<file path="config.mk">
export PLATFORM = sky130hd
export DESIGN_NAME = mips_avalon_arbiter
export DESIGN_NICKNAME = d
export VERILOG_FILES = /design/src/rtl/mips_bus_pkg.sv /design/src/rtl/avalon_addr_window.sv /design/src/rtl/mips_avalon_arbiter.sv
export SDC_FILE = /design/constraint.sdc
export NUM_CORES = 1
export LEC_CHECK = 0
export ABC_CLOCK_PERIOD_IN_PS = 1800
export BUFFER_PORTS_ARGS = -buffer_cell sky130_fd_sc_hd__buf_2
export CORE_AREA = 2 2 121 123
export CTS_CLUSTER_SIZE = 8
export DETAILED_ROUTE_END_ITERATION = 12
export DIE_AREA = 0 0 123 125
export GPL_TIMING_DRIVEN = 1
export HOLD_SLACK_MARGIN = 0.06
export PLACE_DENSITY = 0.45
export SLEW_MARGIN = 40
export SYNTH_ARGS = -nofsm -noshare
export SYNTH_HDL_FRONTEND = slang
export SYNTH_SLANG_ARGS = --single-unit
</file>
<file path="constraint.sdc">
create_clock -name i_clk -period 1.8 [get_ports i_clk]
set_input_delay 0.27 -clock i_clk [delete_from_list [all_inputs] [get_ports i_clk]]
set_output_delay 0.27 -clock i_clk [all_outputs]
set_load 0.05 [all_outputs]
</file>
<file path="src/rtl/mips_bus_pkg.sv">
// Shared bus types and constants for the MIPS Avalon-MM system fabric.
package mips_bus_pkg;

  typedef enum logic [2:0] {
    IDLE = 3'd0,
    OWN0 = 3'd1,
    OWN1 = 3'd2,
    ERR0 = 3'd3,
    ERR1 = 3'd4
  } arb_state_t;

  localparam logic [31:0] BUS_BASE_ADDR   = 32'hBFC00000;
  localparam logic [31:0] BUS_WINDOW_SIZE = 32'h00010000;

  typedef struct packed {
    logic [31:0] address;
    logic        read;
    logic        write;
    logic [31:0] writedata;
    logic [3:0]  byteenable;
  } avalon_req_t;

  localparam avalon_req_t AVALON_REQ_IDLE = '{
    address:    32'h0,
    read:       1'b0,
    write:      1'b0,
    writedata:  32'h0,
    byteenable: 4'h0
  };

  function automatic logic req_active(input avalon_req_t r);
    return r.read | r.write;
  endfunction

endpackage

</file>
<file path="src/rtl/avalon_addr_window.sv">
// Combinational address-window decode: in-window flag and base-relative offset.
module avalon_addr_window
  import mips_bus_pkg::*;
#(
  parameter logic [31:0] BASE_ADDR   = BUS_BASE_ADDR,
  parameter logic [31:0] WINDOW_SIZE = BUS_WINDOW_SIZE
) (
  input  logic [31:0] i_addr,
  output logic        o_in_window,
  output logic [31:0] o_offset
);

  // Upper bound kept in 33 bits so a window touching 2^32 cannot wrap.
  logic [32:0] w_last;

  assign w_last      = {1'b0, BASE_ADDR} + {1'b0, WINDOW_SIZE} - 33'd1;
  assign o_in_window = (i_addr >= BASE_ADDR) && ({1'b0, i_addr} <= w_last);
  assign o_offset    = i_addr - BASE_ADDR;

endmodule

</file>
<file path="src/rtl/mips_avalon_arbiter.sv">
// Two-master round-robin Avalon-MM arbiter with window translation and local
// termination of out-of-window or abandoned accesses; one transfer in flight.
module mips_avalon_arbiter
  import mips_bus_pkg::*;
#(
  parameter logic [31:0] BASE_ADDR   = BUS_BASE_ADDR,
  parameter logic [31:0] WINDOW_SIZE = BUS_WINDOW_SIZE
) (
  input  logic        i_clk,
  input  logic        i_reset,
  input  logic [31:0] i_m0_address,
  input  logic        i_m0_read,
  input  logic        i_m0_write,
  input  logic [31:0] i_m0_writedata,
  input  logic [3:0]  i_m0_byteenable,
  output logic        o_m0_waitrequest,
  output logic [31:0] o_m0_readdata,
  input  logic [31:0] i_m1_address,
  input  logic        i_m1_read,
  input  logic        i_m1_write,
  input  logic [31:0] i_m1_writedata,
  input  logic [3:0]  i_m1_byteenable,
  output logic        o_m1_waitrequest,
  output logic [31:0] o_m1_readdata,
  output logic [31:0] o_s_address,
  output logic        o_s_read,
  output logic        o_s_write,
  output logic [31:0] o_s_writedata,
  output logic [3:0]  o_s_byteenable,
  input  logic        i_s_waitrequest,
  input  logic [31:0] i_s_readdata,
  output logic [1:0]  o_grant,
  output logic        o_err
);

  arb_state_t  r_state;
  arb_state_t  w_state_next;
  logic        r_last_grant;       // 1'b0 = m0 served last, 1'b1 = m1
  logic        w_last_grant_next;
  avalon_req_t w_m0_req;
  avalon_req_t w_m1_req;
  avalon_req_t w_s_req;
  logic        w_m0_act;
  logic        w_m1_act;
  logic        w_m0_in_win;
  logic        w_m1_in_win;
  logic [31:0] w_m0_offset;
  logic [31:0] w_m1_offset;

  assign w_m0_req = '{address: i_m0_address, read: i_m0_read, write: i_m0_write,
                      writedata: i_m0_writedata, byteenable: i_m0_byteenable};
  assign w_m1_req = '{address: i_m1_address, read: i_m1_read, write: i_m1_write,
                      writedata: i_m1_writedata, byteenable: i_m1_byteenable};
  assign w_m0_act = req_active(w_m0_req);
  assign w_m1_act = req_active(w_m1_req);

  avalon_addr_window #(.BASE_ADDR(BASE_ADDR), .WINDOW_SIZE(WINDOW_SIZE)) u_win_m0 (
    .i_addr      (i_m0_address),
    .o_in_window (w_m0_in_win),
    .o_offset    (w_m0_offset)
  );

  avalon_addr_window #(.BASE_ADDR(BASE_ADDR), .WINDOW_SIZE(WINDOW_SIZE)) u_win_m1 (
    .i_addr      (i_m1_address),
    .o_in_window (w_m1_in_win),
    .o_offset    (w_m1_offset)
  );

  always_ff @(posedge i_clk) begin
    if (i_reset) begin
      r_state      <= IDLE;
      r_last_grant <= 1'b1;
    end else begin
      r_state      <= w_state_next;
      r_last_grant <= w_last_grant_next;
    end
  end

  always_comb begin
    w_state_next      = r_state;
    w_last_grant_next = r_last_grant;
    case (r_state)
      IDLE: begin
        // m0 wins unless m1 also requests and m0 was the last one served
        if (w_m0_act && (!w_m1_act || r_last_grant)) begin
          w_state_next = w_m0_in_win ? OWN0 : ERR0;
        end else if (w_m1_act) begin
          w_state_next = w_m1_in_win ? OWN1 : ERR1;
        end else begin
          w_state_next = IDLE;
        end
      end
      OWN0: begin
        if (!w_m0_act) begin
          w_state_next = IDLE;
        end else if (!i_s_waitrequest) begin
          w_state_next      = IDLE;
          w_last_grant_next = 1'b0;
        end else begin
          w_state_next = OWN0;
        end
      end
      OWN1: begin
        if (!w_m1_act) begin
          w_state_next = IDLE;
        end else if (!i_s_waitrequest) begin
          w_state_next      = IDLE;
          w_last_grant_next = 1'b1;
        end else begin
          w_state_next = OWN1;
        end
      end
      ERR0: begin
        w_state_next      = IDLE;
        w_last_grant_next = 1'b0;
      end
      ERR1: begin
        w_state_next      = IDLE;
        w_last_grant_next = 1'b1;
      end
      default: begin
        w_state_next = IDLE;
      end
    endcase
  end

  always_comb begin
    w_s_req          = AVALON_REQ_IDLE;
    o_grant          = 2'b00;
    o_err            = 1'b0;
    o_m0_waitrequest = 1'b1;
    o_m0_readdata    = 32'h0;
    o_m1_waitrequest = 1'b1;
    o_m1_readdata    = 32'h0;
    case (r_state)
      IDLE: begin
        o_grant = 2'b00;
      end
      OWN0: begin
        o_grant          = 2'b01;
        w_s_req          = w_m0_req;
        w_s_req.address  = w_m0_offset;
        o_m0_waitrequest = i_s_waitrequest;
        o_m0_readdata    = i_s_readdata;
        if (!w_m0_act) begin
          w_s_req.read  = 1'b0;
          w_s_req.write = 1'b0;
          o_err         = 1'b1;
        end else begin
          o_err = 1'b0;
        end
      end
      OWN1: begin
        o_grant          = 2'b10;
        w_s_req          = w_m1_req;
        w_s_req.address  = w_m1_offset;
        o_m1_waitrequest = i_s_waitrequest;
        o_m1_readdata    = i_s_readdata;
        if (!w_m1_act) begin
          w_s_req.read  = 1'b0;
          w_s_req.write = 1'b0;
          o_err         = 1'b1;
        end else begin
          o_err = 1'b0;
        end
      end
      ERR0: begin
        o_grant          = 2'b01;
        o_m0_waitrequest = 1'b0;
        o_err            = 1'b1;
      end
      ERR1: begin
        o_grant          = 2'b10;
        o_m1_waitrequest = 1'b0;
        o_err            = 1'b1;
      end
      default: begin
        o_grant = 2'b00;
      end
    endcase
  end

  assign o_s_address    = w_s_req.address;
  assign o_s_read       = w_s_req.read;
  assign o_s_write      = w_s_req.write;
  assign o_s_writedata  = w_s_req.writedata;
  assign o_s_byteenable = w_s_req.byteenable;

endmodule

</file>
==> results.sh <==
export IMPL_outcome="complete, but fails checks"
export IMPL_violations="negative setup slack"
export IMPL_startpoint_type="register"
export IMPL_synth_xor_area_share_pct=8.05
export IMPL_grt_overflow_total=0
export IMPL_synth_compound_gate_area_share_pct=40.8
export IMPL_initial_utilization_pct=12.3
export IMPL_grt_pass1_wl_um=18300
export IMPL_drt_first_pass_iters=4
export IMPL_synthFlopType="dfxtp_1"
export IMPL_clockBufferDepth=2
export IMPL_wl_um=13700
export IMPL_postSynthAreaPerCell_um2=7.19
export IMPL_synth_simple_area_share_pct=37.8
export IMPL_finalHoldViolations=0
export IMPL_maxCapViolCount=0
export IMPL_cts_made_buffers=3
export IMPL_synth_async_reset_ratio_pct=0
export IMPL_synthTopCellsByArea="a22o_1 (31%), and2_1 (23%), xor2_1 (5.0%), dfxtp_1 (4.6%), o22ai_1 (4.0%)"
export IMPL_fin_nets=748
export IMPL_hpwl_um=9650
export IMPL_max_freq_mhz=546
export IMPL_synth_area_leader_cell="a22o_1"
export IMPL_worstHoldEndpoint="r_last_grant$_SDFFE_PP1P_"
export IMPL_powerDensity_mw_per_mm2=1010
export IMPL_synth_cells=242
export IMPL_synth_top_area_share_pct=30.7
export IMPL_reg2reg_to="r_last_grant$_SDFFE_PP1P_"
export IMPL_hold_path_class="in -> reg"
export IMPL_fin_skew_ns=0.000933
export IMPL_slew_viol_final=0
export IMPL_drc=0
export IMPL_cp_data_arrival_time_ns=1.56
export IMPL_end_kind="output port"
export IMPL_finalSetupTns_ns=-0.601
export IMPL_antenna_found_initial=1
export IMPL_vias_per_cell=4.41
export IMPL_grt_usage_pct=15.4
export IMPL_synth_most_common_cell="and2_1"
export IMPL_synth_cell_type_count=39
export IMPL_setup_violations=43
export IMPL_syn_to_final_growth_pct=234
export IMPL_r2r_setup_slack_ns=0.18
export IMPL_whs_path_depth=2
export IMPL_drive_gt1_share_pct=83.1
export IMPL_synthTopCellsByCount="and2_1 (64), a22o_1 (61), clkbuf_1 (13), o22ai_1 (11), xor2_1 (10)"
export IMPL_root_buffer="clkbuf_16"
export IMPL_critPathKind="reg -> out"
export IMPL_r2r_cells=5
export IMPL_period_share_pct=102
export IMPL_startpoint="r_state[0]$_SDFF_PP0_"
export IMPL_slew_limit_headroom_pct=61.7
export IMPL_grt_start_max_net_pins=50
export IMPL_ys_ff_latch=4
export IMPL_stdcell_area_mm2=0.00581
export IMPL_synth_nets=419
export IMPL_synth_edff_count=0
export IMPL_p_leak_nw=2.83
export IMPL_timing_final_ws_setup_ns=-0.0305
export IMPL_rows=44
export IMPL_die_area_mm2=0.0154
export IMPL_synth_top_family_by_area="compound AO/OA/AOI/OAI gates"
export IMPL_drt_iter0_drc=54
export IMPL_place_congestion=0.882
export IMPL_clk_pin_slew_ns=0.03
export IMPL_io_pins=314
export IMPL_cp_max_fo=15
export IMPL_min_from="i_reset"
export IMPL_place_area_mm2=0.00415
export IMPL_yosysWarningCount=0
export IMPL_die_w_um=123
export IMPL_routedWlPerCell_um=18.1
export IMPL_tritoncts="built"
export IMPL_worstMarginPinSlew_ns=0.569
export IMPL_cts_hold_buf=0
export IMPL_core_area_mm2=0.0142
export IMPL_vias=3326
export IMPL_htree_levels=1
export IMPL_grt_pass1_vias=3379
export IMPL_power_total_mw=5.87
export IMPL_synth_cell_area_mm2=0.00174
export IMPL_peakVddDrop_uv=436
export IMPL_synth_area_mux_share_pct=0
export IMPL_seq_area_frac_synth_pct=4.60
export IMPL_synthAdderAreaFrac_pct=1.44
export IMPL_worstReg2RegStart="r_state[1]$_SDFF_PP0_"
export IMPL_cts_sinks=4
export IMPL_insertion_delay_ns=0.23
export IMPL_period_minus_slack_ns=1.83
export IMPL_numPortBuffers=313
export IMPL_crit_required_ns=1.53
export IMPL_rsz0062_at_grt="true"
export IMPL_antenna_left=0
export IMPL_die_h_um=125
-- worst max-delay path by stage --
stage	slack, ns	end
detailed placement	0.02	o_s_address[22]
global placement	0.04	o_s_address[22]
CTS	-0.04	o_m0_readdata[3]
global route	-0.12	o_m0_readdata[18]
floorplan	-0.11	o_s_address[23]
finish	-0.03	o_m0_readdata[9]
-- registers in the layout (all words and copies together) (netlist names) --
name,count
r_state,3
r_last_grant,1
-- placed cells by master (no fill, tap or decap), types with 7 or more instances in the layout --
| master | instances |
|---|---|
| a22o_4 | 36 |
| o22ai_4 | 9 |
| buf_8 | 69 |
| a22o_2 | 25 |
| clkbuf_16 | 7 |
| xor2_1 | 10 |
| buf_6 | 68 |
| buf_2 | 176 |
| and2_2 | 13 |
| and2_1 | 27 |
| and2_4 | 24 |
| buf_4 | 14 |
| buf_12 | 12 |
-- metal layers --
layer  part of all wire [%]  vias up  track usage, %
met1                     38     1550            18.3
met2                     53      187            28.1
met4                    1.5        0            3.61
met5                      0        -               0
met3                    7.8       18            2.92
li1                       -     1571               -
-- power breakdown --
group	switching, mW	internal (mW)
logic	3.03	2.36
clock network	0.0640	0.284
registers	0.0193	0.109
total	3.11	2.76
-- metrics by stage --
step | hold slack, ns | util, % | setup slack [ns] | cells
final | 0.296 | 40.9 | -0.0305 | 754
after detailed placement | 0.487 | 29.2 | 0.0187 | 733
after global routing | 0.311 | 40.9 | -0.116 | 753
after CTS | 0.293 | 37.7 | -0.0429 | 749
after floorplan | 0.381 | - | -0.107 | 242
after global placement | 0.499 | 29.2 | 0.0367 | 733
-- worst max-delay path: stages (launching register included) --
cell and delay, ns:
dfxtp_4 0.35, nor2b_4 0.14, nor2b_4 0.21, buf_6 0.17, buf_16 0.15, and2_2 0.17, buf_8 0.14
-- logic make-up after synthesis --
logic type,after synthesis
AOI/OAI and AO/OA,88
xor gates and xnor gates,16
adders and majority gates,2
buffers and inverters,26
DFF,4
and+or+nand+nor,106
-- repair_timing --
| item | in CTS | in global routing |
|---|---|---|
| pin swaps | 12 | 15 |
| setup endpoints to repair | 136 | 137 |
| setup buffers | 7 | 0 |
| gates resized for setup | 293 | 92 |
| gates cloned | 6 | 5 |
-- area by class of cell --
cell class                      instances  area [um2]
Antenna cell                            1        2.50
Multi-Input combinational cell        212        2140
Timing Repair Buffer                  349        3270
Inverter                                1        3.75
Sequential cell                         4        88.8
Clock buffer                            3        75.1
Tap cell                              184         230
Fill cell                            1373        8390
No activity file was read; power rests on OpenSTA's default activity.
